[config.mk]
export PLATFORM = sky130hd
export DESIGN_NAME = q_m_n_seq_alu
export DESIGN_NICKNAME = d
export VERILOG_FILES = /design/src/rtl/q_m_n_pkg.sv /design/src/rtl/q_m_n_seq_alu_datapath.sv /design/src/rtl/q_m_n_seq_alu.sv
export SDC_FILE = /design/constraint.sdc
export NUM_CORES = 1
export LEC_CHECK = 0
export BUFFER_PORTS_ARGS = -buffer_cell sky130_fd_sc_hd__buf_2
export CORE_ASPECT_RATIO = 0.8
export CORE_MARGIN = 5
export CORE_UTILIZATION = 60
export CTS_BUF_LIST = sky130_fd_sc_hd__clkbuf_16
export DETAILED_ROUTE_END_ITERATION = 16
export PLACE_DENSITY = 0.79
export REMOVE_ABC_BUFFERS = 1
export SYNTH_ARGS = -nofsm -noshare
export SYNTH_HDL_FRONTEND = slang
export SYNTH_HIERARCHICAL = 1
export SYNTH_SLANG_ARGS = --single-unit
[constraint.sdc]
create_clock -name clk -period 4.7 [get_ports clk]
set_clock_uncertainty 0.1 [all_clocks]
set_input_delay 0 -clock clk [delete_from_list [all_inputs] [get_ports clk]]
set_output_delay 0 -clock clk [all_outputs]
set_load 0.005 [all_outputs]
[src/rtl/q_m_n_pkg.sv]
`default_nettype none
// ----------------------------------------------------------------------------
// q_m_n_pkg : shared types and helpers for the signed Qm.n sequential ALU
// Rev 1.0
// ----------------------------------------------------------------------------
package q_m_n_pkg;

  localparam int ST_WIDTH = 3;

  typedef enum logic [ST_WIDTH-1:0] {
    ST_IDLE  = 3'd0,
    ST_CLEAR = 3'd1,
    ST_MUL   = 3'd2,
    ST_DIV   = 3'd3,
    ST_FIN   = 3'd4
  } state_e;

  typedef enum logic [1:0] {
    OP_CLEAR = 2'd0,
    OP_MUL   = 2'd1,
    OP_DIV   = 2'd2
  } op_e;

  // Largest magnitude representable for the given result sign
  function automatic logic [63:0] sat_limit(input int unsigned w, input logic neg);
    logic [63:0] half;
    half = 64'd1 << (w - 1);
    return neg ? half : (half - 64'd1);
  endfunction

endpackage
`default_nettype wire

[src/rtl/q_m_n_seq_alu_datapath.sv]
`default_nettype none
// ----------------------------------------------------------------------------
// q_m_n_datapath : operand registers, shift-add multiplier, restoring divider
// Rev 1.0
// ----------------------------------------------------------------------------
module q_m_n_datapath
  import q_m_n_pkg::*;
#(
  parameter int INT_BITS  = 8,
  parameter int FRAC_BITS = 8
) (
  input  logic                                 clk,
  input  logic                                 rst,
  input  logic                                 load_i,
  input  logic                                 step_i,
  input  op_e                                  op_i,
  input  logic [INT_BITS+FRAC_BITS-1:0]        a_i,
  input  logic [INT_BITS+FRAC_BITS-1:0]        b_i,
  output logic                                 cnt_zero_o,
  output logic                                 b_zero_o,
  output logic [2*(INT_BITS+FRAC_BITS)-1:0]    mag_o
);

  localparam int W  = INT_BITS + FRAC_BITS;
  localparam int QW = W + FRAC_BITS;
  localparam int CW = $clog2(QW + 1);

  logic [QW-1:0]  ra_q, ra_d;
  logic [2*W-1:0] rb_q, rb_d;
  logic [2*W-1:0] rc_q, rc_d;
  logic [CW-1:0]  cnt_q, cnt_d;

  logic [W-1:0]   mag_a, mag_b;
  logic [W:0]     rem_sh, rem_sub;
  logic           qbit;

  // Magnitudes are unsigned, so the most negative operand maps to 2^(W-1)
  assign mag_a = a_i[W-1] ? (~a_i + W'(1)) : a_i;
  assign mag_b = b_i[W-1] ? (~b_i + W'(1)) : b_i;

  always_comb begin
    ra_d    = ra_q;
    rb_d    = rb_q;
    rc_d    = rc_q;
    cnt_d   = cnt_q;
    rem_sh  = {rc_q[W-1:0], ra_q[QW-1]};
    rem_sub = rem_sh - {1'b0, rb_q[W-1:0]};
    qbit    = (rem_sh >= {1'b0, rb_q[W-1:0]});
    if (load_i) begin
      rb_d = {{W{1'b0}}, mag_b};
      rc_d = '0;
      if (op_i == OP_DIV) begin
        ra_d  = {mag_a, {FRAC_BITS{1'b0}}};
        cnt_d = CW'(QW - 1);
      end else begin
        ra_d  = QW'(mag_a);
        cnt_d = CW'(W - 1);
      end
    end else if (step_i) begin
      cnt_d = cnt_q - CW'(1);
      if (op_i == OP_MUL) begin
        if (ra_q[0]) rc_d = rc_q + rb_q;
        ra_d = ra_q >> 1;
        rb_d = rb_q << 1;
      end else begin
        // Dividend bits shift out the top of ra while quotient bits enter below
        ra_d = {ra_q[QW-2:0], qbit};
        rc_d = (2*W)'(qbit ? rem_sub : rem_sh);
      end
    end
  end

  always_ff @(posedge clk) begin
    if (rst) begin
      ra_q  <= '0;
      rb_q  <= '0;
      rc_q  <= '0;
      cnt_q <= '0;
    end else begin
      ra_q  <= ra_d;
      rb_q  <= rb_d;
      rc_q  <= rc_d;
      cnt_q <= cnt_d;
    end
  end

  assign cnt_zero_o = (cnt_q == '0);
  assign b_zero_o   = (rb_q[W-1:0] == '0);
  assign mag_o      = (op_i == OP_DIV) ? (2*W)'(ra_q) : (rc_q >> FRAC_BITS);

endmodule
`default_nettype wire

[src/rtl/q_m_n_seq_alu.sv]
`default_nettype none
// ----------------------------------------------------------------------------
// q_m_n_seq_alu : signed Qm.n sequential multiply / divide / clear with saturation
// Rev 1.0
// ----------------------------------------------------------------------------
module q_m_n_seq_alu
  import q_m_n_pkg::*;
#(
  parameter int INT_BITS  = 8,
  parameter int FRAC_BITS = 8
) (
  input  logic                          clk,
  input  logic                          rst,
  input  logic                          start,
  input  logic [INT_BITS+FRAC_BITS-1:0] A,
  input  logic [INT_BITS+FRAC_BITS-1:0] B,
  output logic [INT_BITS+FRAC_BITS-1:0] C,
  output logic                          carry,
  output logic                          dz,
  output logic                          rdy
);

  localparam int W = INT_BITS + FRAC_BITS;

  state_e         state_q, state_d;
  op_e            op_q, op_new, dp_op;
  logic           sign_q;
  logic [W-1:0]   c_q;
  logic           carry_q, dz_q;

  logic           ra_lt_0, ra_gt_0, ra_eq_0;
  logic           dp_load, dp_step, cnt_zero, b_zero;
  logic [2*W-1:0] mag, lim;
  logic [W-1:0]   fin_c;
  logic           fin_carry, fin_dz;

  assign ra_lt_0 = A[W-1];
  assign ra_eq_0 = (A == '0);
  assign ra_gt_0 = !ra_lt_0 && !ra_eq_0;
  assign op_new  = ra_gt_0 ? OP_MUL : (ra_lt_0 ? OP_DIV : OP_CLEAR);

  q_m_n_datapath #(
    .INT_BITS  (INT_BITS),
    .FRAC_BITS (FRAC_BITS)
  ) u_dp (
    .clk        (clk),
    .rst        (rst),
    .load_i     (dp_load),
    .step_i     (dp_step),
    .op_i       (dp_op),
    .a_i        (A),
    .b_i        (B),
    .cnt_zero_o (cnt_zero),
    .b_zero_o   (b_zero),
    .mag_o      (mag)
  );

  always_ff @(posedge clk) begin
    if (rst) state_q <= ST_IDLE;
    else     state_q <= state_d;
  end

  always_comb begin
    state_d = state_q;
    case (state_q)
      ST_IDLE: begin
        if (start) begin
          case (op_new)
            OP_MUL:  state_d = ST_MUL;
            OP_DIV:  state_d = ST_DIV;
            default: state_d = ST_CLEAR;
          endcase
        end
      end
      ST_CLEAR: state_d = ST_IDLE;
      ST_MUL:   if (cnt_zero) state_d = ST_FIN;
      ST_DIV:   if (b_zero || cnt_zero) state_d = ST_FIN;
      ST_FIN:   state_d = ST_IDLE;
      default:  state_d = ST_IDLE;
    endcase
  end

  always_comb begin
    rdy     = (state_q == ST_IDLE);
    dp_load = (state_q == ST_IDLE) && start;
    dp_step = (state_q == ST_MUL) || ((state_q == ST_DIV) && !b_zero);
    dp_op   = (state_q == ST_IDLE) ? op_new : op_q;
  end

  // Final scaling: saturate against the sign-dependent limit, then negate
  always_comb begin
    lim       = (2*W)'(sat_limit(W, sign_q));
    fin_dz    = 1'b0;
    fin_carry = 1'b0;
    fin_c     = sign_q ? ~mag[W-1:0] + W'(1) : mag[W-1:0];
    if ((op_q == OP_DIV) && b_zero) begin
      fin_dz    = 1'b1;
      fin_carry = 1'b1;
      fin_c     = sign_q ? {1'b1, {(W-1){1'b0}}} : {1'b0, {(W-1){1'b1}}};
    end else if (mag > lim) begin
      fin_carry = 1'b1;
      fin_c     = sign_q ? {1'b1, {(W-1){1'b0}}} : {1'b0, {(W-1){1'b1}}};
    end
  end

  always_ff @(posedge clk) begin
    if (rst) begin
      op_q    <= OP_CLEAR;
      sign_q  <= 1'b0;
      c_q     <= '0;
      carry_q <= 1'b0;
      dz_q    <= 1'b0;
    end else begin
      case (state_q)
        ST_IDLE: begin
          if (start) begin
            op_q   <= op_new;
            sign_q <= A[W-1] ^ B[W-1];
          end
        end
        ST_CLEAR: begin
          c_q     <= '0;
          carry_q <= 1'b0;
          dz_q    <= 1'b0;
        end
        ST_FIN: begin
          c_q     <= fin_c;
          carry_q <= fin_carry;
          dz_q    <= fin_dz;
        end
        default: ;
      endcase
    end
  end

  assign C     = c_q;
  assign carry = carry_q;
  assign dz    = dz_q;

endmodule
`default_nettype wire

==> flow_metrics.py, run 1 <==
metrics = {
    "setup_path": {
        "cp-start-kind": "input port",
        "criticalPathCategory": "in2reg",
        "worst_ep_arrival_time_ns": 4.62,
        "cp_data_required_time_ns": 4.92,
        "r2r_slack_ns": 0.42,
        "path_max_fanout": 17,
        "cp-end-kind": "flip-flop",
    },
    "detailed_routing": {
        "ant_nets": 0,
        "via_per_inst": 6.29,
        "drt_iter0_drc": 1194,
        "drtPass1Iterations": 7,
        "num_vias": 9894,
        "drc": 0,
        "wl_per_cell_um": 17.9,
        "finalWirelength_mm": 28.1,
    },
    "clock_tree": {
        "postCtsResizedCells": 0,
        "postCtsSetupBuffers": 0,
        "clkTransAtPathRegs_ns": 0.06,
        "cts_tree": "done",
        "clkSinkCount": 117,
        "ctsHoldBuffers": 33,
        "cts_buffer_depth": 2,
        "htree_levels": 4,
        "clkLatencyLatePin_ns": 0.43,
        "cts_root_buf": "clkbuf_16",
        "cts_buffers": 17,
    },
    "sta": {
        "final-max-slew-violation-count": 0,
        "fin_ws_ns": 0.304,
        "finalHoldViolCount": 0,
        "setup_violations": 0,
        "tightest_slew_ns": 1.04,
        "finalCritPeriodShare_pct": 93.5,
        "rsz0062_at_grt": "false",
        "whs_ns": 0.0188,
        "fin_crit_ns": 4.40,
        "fmax_ghz": 0.227,
        "max-slew-margin-rel_pct": 30.9,
    },
    "logic_synthesis": {
        "synth-seq-cells": 117,
        "synth_ff_type": "dfxtp_1",
        "ys_async_sr_fraction_pct": 0,
        "synth_commonest_cells": "nand2_1 (257), nor2_1 (139), dfxtp_1 (117), a21oi_1 (88), ha_1 (68)",
        "syn_inst": 1291,
        "synth_top_area_cell": "dfxtp_1",
        "synth_top_area_share_pct": 24.8,
        "yosysWarnings": 6,
        "synth_edf_count": 0,
        "synth_area_leaders": "dfxtp_1 (25%), nand2_1 (10%), ha_1 (9.0%)",
        "synth_area_per_cell_um2": 7.33,
        "synth.yosys.seq_area_share_pct": 24.8,
        "syn_area_um2": 9460,
        "synth_cell_types": 86,
        "synth_most_common_cell": "nand2_1",
    },
    "layout": {
        "layout.area.seq_um2": 2340,
        "nets": 1451,
        "antenna_cells": 0,
        "syn2layout_area_growth_pct": 13.8,
        "fillers": 1305,
        "multi_input_area_um2": 6710,
        "final_layout_size_suffix_gt1_share_pct": 11.5,
    },
    "floorplan": {
        "rows": 41,
        "core-area_um2": 15600,
        "die_h_um": 122,
        "die-width_um": 150,
        "start_util_pct": 60.5,
        "io_pins": 54,
        "die_area_um2": 18400,
    },
    "placement": {
        "place_ws_ns": 0.439,
        "numPortBuffers": 53,
        "gp_congestion": 0.983,
        "dp.final_hpwl_mm": 20.1,
    },
    "global_routing": {
        "grt_pass1_vias": 8970,
        "grt_start_max_net_pins": 69,
        "globalRoute.totalOverflow": 0,
        "grt_pass1_wl_mm": 45.9,
        "grt_use_met2_pct": 46.0,
        "grt_util_met1_pct": 45.3,
        "grt_util_met3_pct": 5.61,
        "antenna_found_initial": 0,
        "grt_usage_pct": 30.9,
        "grt.busiest_layer": "met2",
    },
    "power": {
        "power_density_nw_per_um2": 358,
        "swShare_pct": 36.9,
        "vdd_drop_max_v": 0.000245,
        "comb_power_share_pct": 35.7,
        "internal_power_mw": 2.43,
        "seqPwrFrac_pct": 31.0,
        "clockPowerShare_pct": 33.3,
        "p_leak_nw": 4.56,
        "power.net_switching_mw": 1.42,
    },
    "min_path": {
        "min_path_type": "in2reg",
    },
    "outcome": {
        "status": "finished clean",
    },
    "job": {
        "maxCapViolations": 0,
    },
}
==> routing by layer <==
layer	up-vias	share of wire [%]
met5	-	0
met4	0	2.3
met3	64	10
met2	537	42
met1	4567	46
li1	4726	-
==> sequential cells by signal, summed over array words and instances (netlist names) <==
register    cells
u_dp/rb_q      32
u_dp/rc_q      32
u_dp/ra_q      24
C              16
u_dp/cnt_q      5
state_q         3
op_q            2
carry           1
dz              1
sign_q          1
==> cell families after synthesis <==
family                     synth area share [%]
and+or+nand+nor                            26.6
AOI/OAI and AO/OA                          24.8
DFF                                        24.8
buffers and inverters                      4.89
xor gates and xnor gates                   7.96
adders and majority gates                  9.42
muxes                                      1.52
other                                    0.0396
==> layout make-up <==
cell class | instances | share of cell area (%)
Multi-Input combinational cell | 1069 | 62.3
Sequential cell | 117 | 21.8
Timing Repair Buffer | 105 | 6.86
Clock buffer | 17 | 3.95
Tap cell | 215 | 2.50
Clock inverter | 14 | 1.36
Inverter | 36 | 1.26
==> power groups by stage <==
stage,Sequential (mW),Combinational (mW),Clock (mW)
global placement,1.21,1.26,0
global route,1.20,1.51,1.34
CTS,1.19,1.34,1.29
floorplan,1.17,0.945,0
finish,1.19,1.38,1.28
detailed placement,1.21,1.29,0
==> final timing paths <==
path                                start             endpoint  depth (start not counted)
hold / removal                      B[15]  sign_q$_SDFFE_PP0P_                          3
hold reg to reg         C[0]$_SDFFE_PP0P_    C[0]$_SDFFE_PP0P_                          2
setup reg to reg  state_q[2]$_SDFFE_PP0P_    C[8]$_SDFFE_PP0P_                         12
setup / recovery                    A[10]    C[8]$_SDFFE_PP0P_                         16
==> worst max-delay path: stages <==
cell,delay (ns)
dlygate4sd3_1,0.53
buf_2,0.15
nor4_1,0.35
nand4_1,0.21
nor2b_1,0.19
mux2_2,0.31
nand2b_1,0.45
buf_4,0.35
nand2_1,0.08
nand2_1,0.06
or4_4,0.53
or4_4,0.60
a21oi_2,0.18
o31ai_2,0.08
buf_4,0.21
a221oi_1,0.32
==> cells in the final DEF, fill, tap and decap left out, types with 25 or more instances in the layout <==
cell,synthesis,final
nor2_1,139,138
dlygate4sd3_1,0,33
dfxtp_1,117,117
nor3_1,26,26
xor2_1,58,58
a211oi_1,34,34
inv_1,36,39
o21ai_0,59,59
nand2_1,257,257
a21oi_1,88,87
ha_1,68,68
xnor2_1,28,28
nand3_1,25,25
buf_2,2,53
==> through the flow <==
stage	total power, mW	utilization, %	instance area, um^2	setup TNS (ns)	std cells
after floorplan	2.12	-	9160	-9.79	1222
after global placement	2.47	63.0	9860	0	1509
after detailed placement	2.50	63.0	9860	0	1509
after CTS	3.82	68.8	10800	0	1573
after global routing	4.06	68.8	10800	0	1573
final	3.86	68.8	10800	0	1573
Note: power is estimated with default switching activity, not from simulation.
==> run 2: changes to the inputs <==
Settings changed: ABC_AREA set to 1, PLACE_DENSITY 0.79 to 0.78.
==> run 2 against run 1 <==
Synthesized area up 17%. Hold slack better by 0.035 ns. Non-clock buffer count down 5. Sequential share of layout area down 2.8 points. Largest cell class unchanged. Count of clock-buffer cells in the layout unchanged. Setup slack better by 0.073 ns. Clock power up 9%. Power up 56%. Core utilization down 0.65 points. Final cell count up 40%. Synthesized cell count up 47%.
==> flow_metrics.py, run 2 <==
metrics = {
    "outcome": {
        "status": "finished clean",
    },
    "setup_path": {
        "cp-end-kind": "flip-flop",
        "worst_ep_arrival_time_ns": 4.56,
        "max_stage_delay_ns": 0.54,
        "cp_top_family": "simple AND/OR/NAND/NOR gates",
        "path_cells": "dlygate4sd3_1 > buf_2 > nor4_1 > nand4_1 > nand2_1 > nand2_1 > o21a_1 > nor2_4 > inv_2 > o21ai_0 > ha_1 > a21oi_1 > a21oi_1 > nor2_1 > nand2_1 > nand2_2 > nand2_4 > nand2_4 > nand3_2 > a21oi_2",
        "cp_slowest_cell": "dlygate4sd3_1",
        "cp_data_required_time_ns": 4.93,
        "cp-start-kind": "input port",
        "path_max_fanout": 35,
        "criticalPathCategory": "in2reg",
        "crit_buf_inv": 3,
        "critPathMostFrequentCell": "nand2_1",
    },
    "logic_synthesis": {
        "synth_commonest_cells": "nand2_1 (602), inv_1 (282), nor2_1 (165), nand3_1 (142), a21oi_1 (120)",
        "synth_top_area_cell": "dfxtp_1",
        "synth_edf_count": 0,
        "synth.yosys.seq_area_share_pct": 21.2,
        "synth_most_common_cell": "nand2_1",
        "syn_area_um2": 11000,
        "synth_cell_types": 53,
        "yosysWarnings": 6,
        "synth_ff_type": "dfxtp_1",
        "syn_inst": 1899,
        "synth_top_area_share_pct": 21.2,
        "synth-seq-cells": 117,
        "ys_async_sr_fraction_pct": 0,
        "synth_area_per_cell_um2": 5.81,
        "synth_area_leaders": "dfxtp_1 (21%), nand2_1 (20%), inv_1 (9.6%)",
    },
    "sta": {
        "fmax_ghz": 0.231,
        "finalCritPeriodShare_pct": 92.0,
        "max-slew-margin-rel_pct": 37.1,
        "rsz0062_at_grt": "false",
        "tightest_slew_ns": 0.941,
        "fin_setup_tns_ns": 0,
        "setup_violations": 0,
        "final-max-slew-violation-count": 0,
        "fin_crit_ns": 4.32,
        "finalHoldViolCount": 0,
    },
    "global_routing": {
        "antenna_found_initial": 0,
        "globalRoute.totalOverflow": 0,
        "grt_start_max_net_pins": 41,
        "grt_usage_pct": 31.5,
        "grt_pass1_wl_mm": 55.2,
        "grt_pass1_vias": 11000,
    },
    "placement": {
        "dp.final_hpwl_mm": 25.8,
        "gp_congestion": 0.951,
        "dp_cells": 2136,
        "numPortBuffers": 53,
    },
    "floorplan": {
        "die_h_um": 131,
        "io_pins": 54,
        "core-area_um2": 18100,
        "start_util_pct": 60.9,
        "die_area_um2": 21200,
        "rows": 44,
        "die-width_um": 162,
    },
    "layout": {
        "antenna_cells": 0,
        "top_regs": "u_dp/rb_q (32), u_dp/rc_q (32), u_dp/ra_q (24)",
        "final_common_cell": "nand2_1",
        "stdcell_count": 2201,
        "nets": 2063,
        "final_cell_mix": "nand2_1 (601), inv_1 (282), nor2_1 (165), nand3_1 (142), a21oi_1 (120)",
        "syn2layout_area_growth_pct": 11.9,
        "final_layout_size_suffix_gt1_share_pct": 7.81,
        "fillers": 1703,
    },
    "clock_tree": {
        "cts_root_buf": "clkbuf_16",
        "clkSinkCount": 117,
        "clkLatencyLatePin_ns": 0.42,
        "cts_buffers": 17,
        "cts_tree": "done",
        "cts_buffer_depth": 2,
        "clkTransAtPathRegs_ns": 0.06,
        "postCtsSetupBuffers": 0,
        "htree_levels": 4,
    },
    "detailed_routing": {
        "finalWirelength_mm": 34.4,
        "via_per_inst": 5.63,
        "wl_per_cell_um": 15.6,
        "drtPass1Iterations": 7,
        "drt_iter0_drc": 1383,
        "dr_wl_met3_mm": 3.53,
        "drc": 0,
        "met1Wirelength_mm": 15.7,
        "met2_wirelength_mm": 14.6,
        "num_vias": 12400,
        "dr.max_layer_used": "met4",
        "ant_nets": 0,
    },
    "power": {
        "finalPower_mw": 6.00,
        "power_density_nw_per_um2": 486,
        "p_leak_nw": 6.25,
        "vdd_drop_max_v": 0.000261,
    },
    "job": {
        "maxCapViolations": 0,
    },
    "min_path": {
        "min_path_type": "in2reg",
    },
}
==> run 2: cell count changes after synthesis, moves of 29 or more <==
cell / previous run / this run
nand2_1: 257 / 602
nand3_1: 25 / 142
a21oi_1: 88 / 120
o21ai_0: 59 / 117
a211oi_1: 34 / 3
xor2_1: 58 / 29
inv_1: 36 / 282
==> run 2: path summary, 6_finish.rpt <==
| check | start | cells after the start | to | slack (ns) |
|---|---|---|---|---|
| setup / recovery | A[15] | 20 | C[5]$_SDFFE_PP0P_ | 0.38 |
| hold / removal | B[2] | 6 | u_dp/rb_q[2]$_SDFFE_PP0P_ | 0.05 |
| setup reg to reg | state_q[2]$_SDFFE_PP0P_ | 16 | C[5]$_SDFFE_PP0P_ | 0.67 |
| hold reg to reg | dz$_SDFFE_PP0P_ | 2 | dz$_SDFFE_PP0P_ | 0.36 |
==> run 2: per-layer routing <==
| layer | vias up | GRT usage, % |
|---|---|---|
| met5 | - | 0 |
| met3 | 50 | 6.48 |
| met2 | 542 | 47.2 |
| li1 | 6179 | - |
| met1 | 5627 | 46.3 |
| met4 | 0 | 7.48 |
==> run 2: cell type report <==
class                           count  area (um^2)  area share [%]
Inverter                          288         1080            8.76
Clock inverter                     15          195            1.58
Tap cell                          230          288            2.33
Clock buffer                       17          425            3.45
Sequential cell                   117         2340            19.0
Multi-Input combinational cell   1434         7310            59.2
Timing Repair Buffer              100          701            5.68
==> run 2: power by group <==
part           internal (mW)  switching, mW  total (mW)  leakage [nW]
combinational           1.05           2.16        3.21          4.99
sequential              1.18          0.219        1.39         0.955
clock                  0.850          0.542        1.39         0.303
total                   3.08           2.92        6.00          6.25
==> run 2: logic make-up after synthesis <==
logic type	Yosys count	share of synthesized area (%)
other cells	1	0.0340
compound gates	297	14.9
xor+xnor	35	2.78
flops	117	21.2
fa+ha+maj	70	8.08
buf+inv	355	12.8
simple gates	1024	40.2
==> run 2: through the flow <==
step / util [%] / hold WS (ns) / cell area [um^2] / worst slack, ns
after floorplan: - / -0.0376 / 10700 / 0.574
after global placement: 62.9 / 0.181 / 11400 / 0.623
after detailed placement: 62.9 / 0.181 / 11400 / 0.435
after CTS: 68.1 / 0.0379 / 12300 / 0.243
after global routing: 68.1 / 0.0701 / 12300 / 0.0416
final: 68.1 / 0.0539 / 12300 / 0.378
==> run 2: worst register-to-register path: cells and delay by family, from the launching register on <==
| family | cells | cell delay, ns |
|---|---|---|
| flip-flops | 1 | 0.35 |
| AO/OA/AOI/OAI | 5 | 1.06 |
| AND/OR/NAND/NOR | 9 | 1.80 |
| buffers and inverters | 1 | 0.31 |
| adder cells (fa/ha/maj) | 1 | 0.33 |
==> run 2: repair_timing <==
action	4_1_cts	5_1_grt
hold buffers	33	0
resized for setup	0	2
endpoints found under the setup margin	0	16
endpoints found under the hold margin	43	0
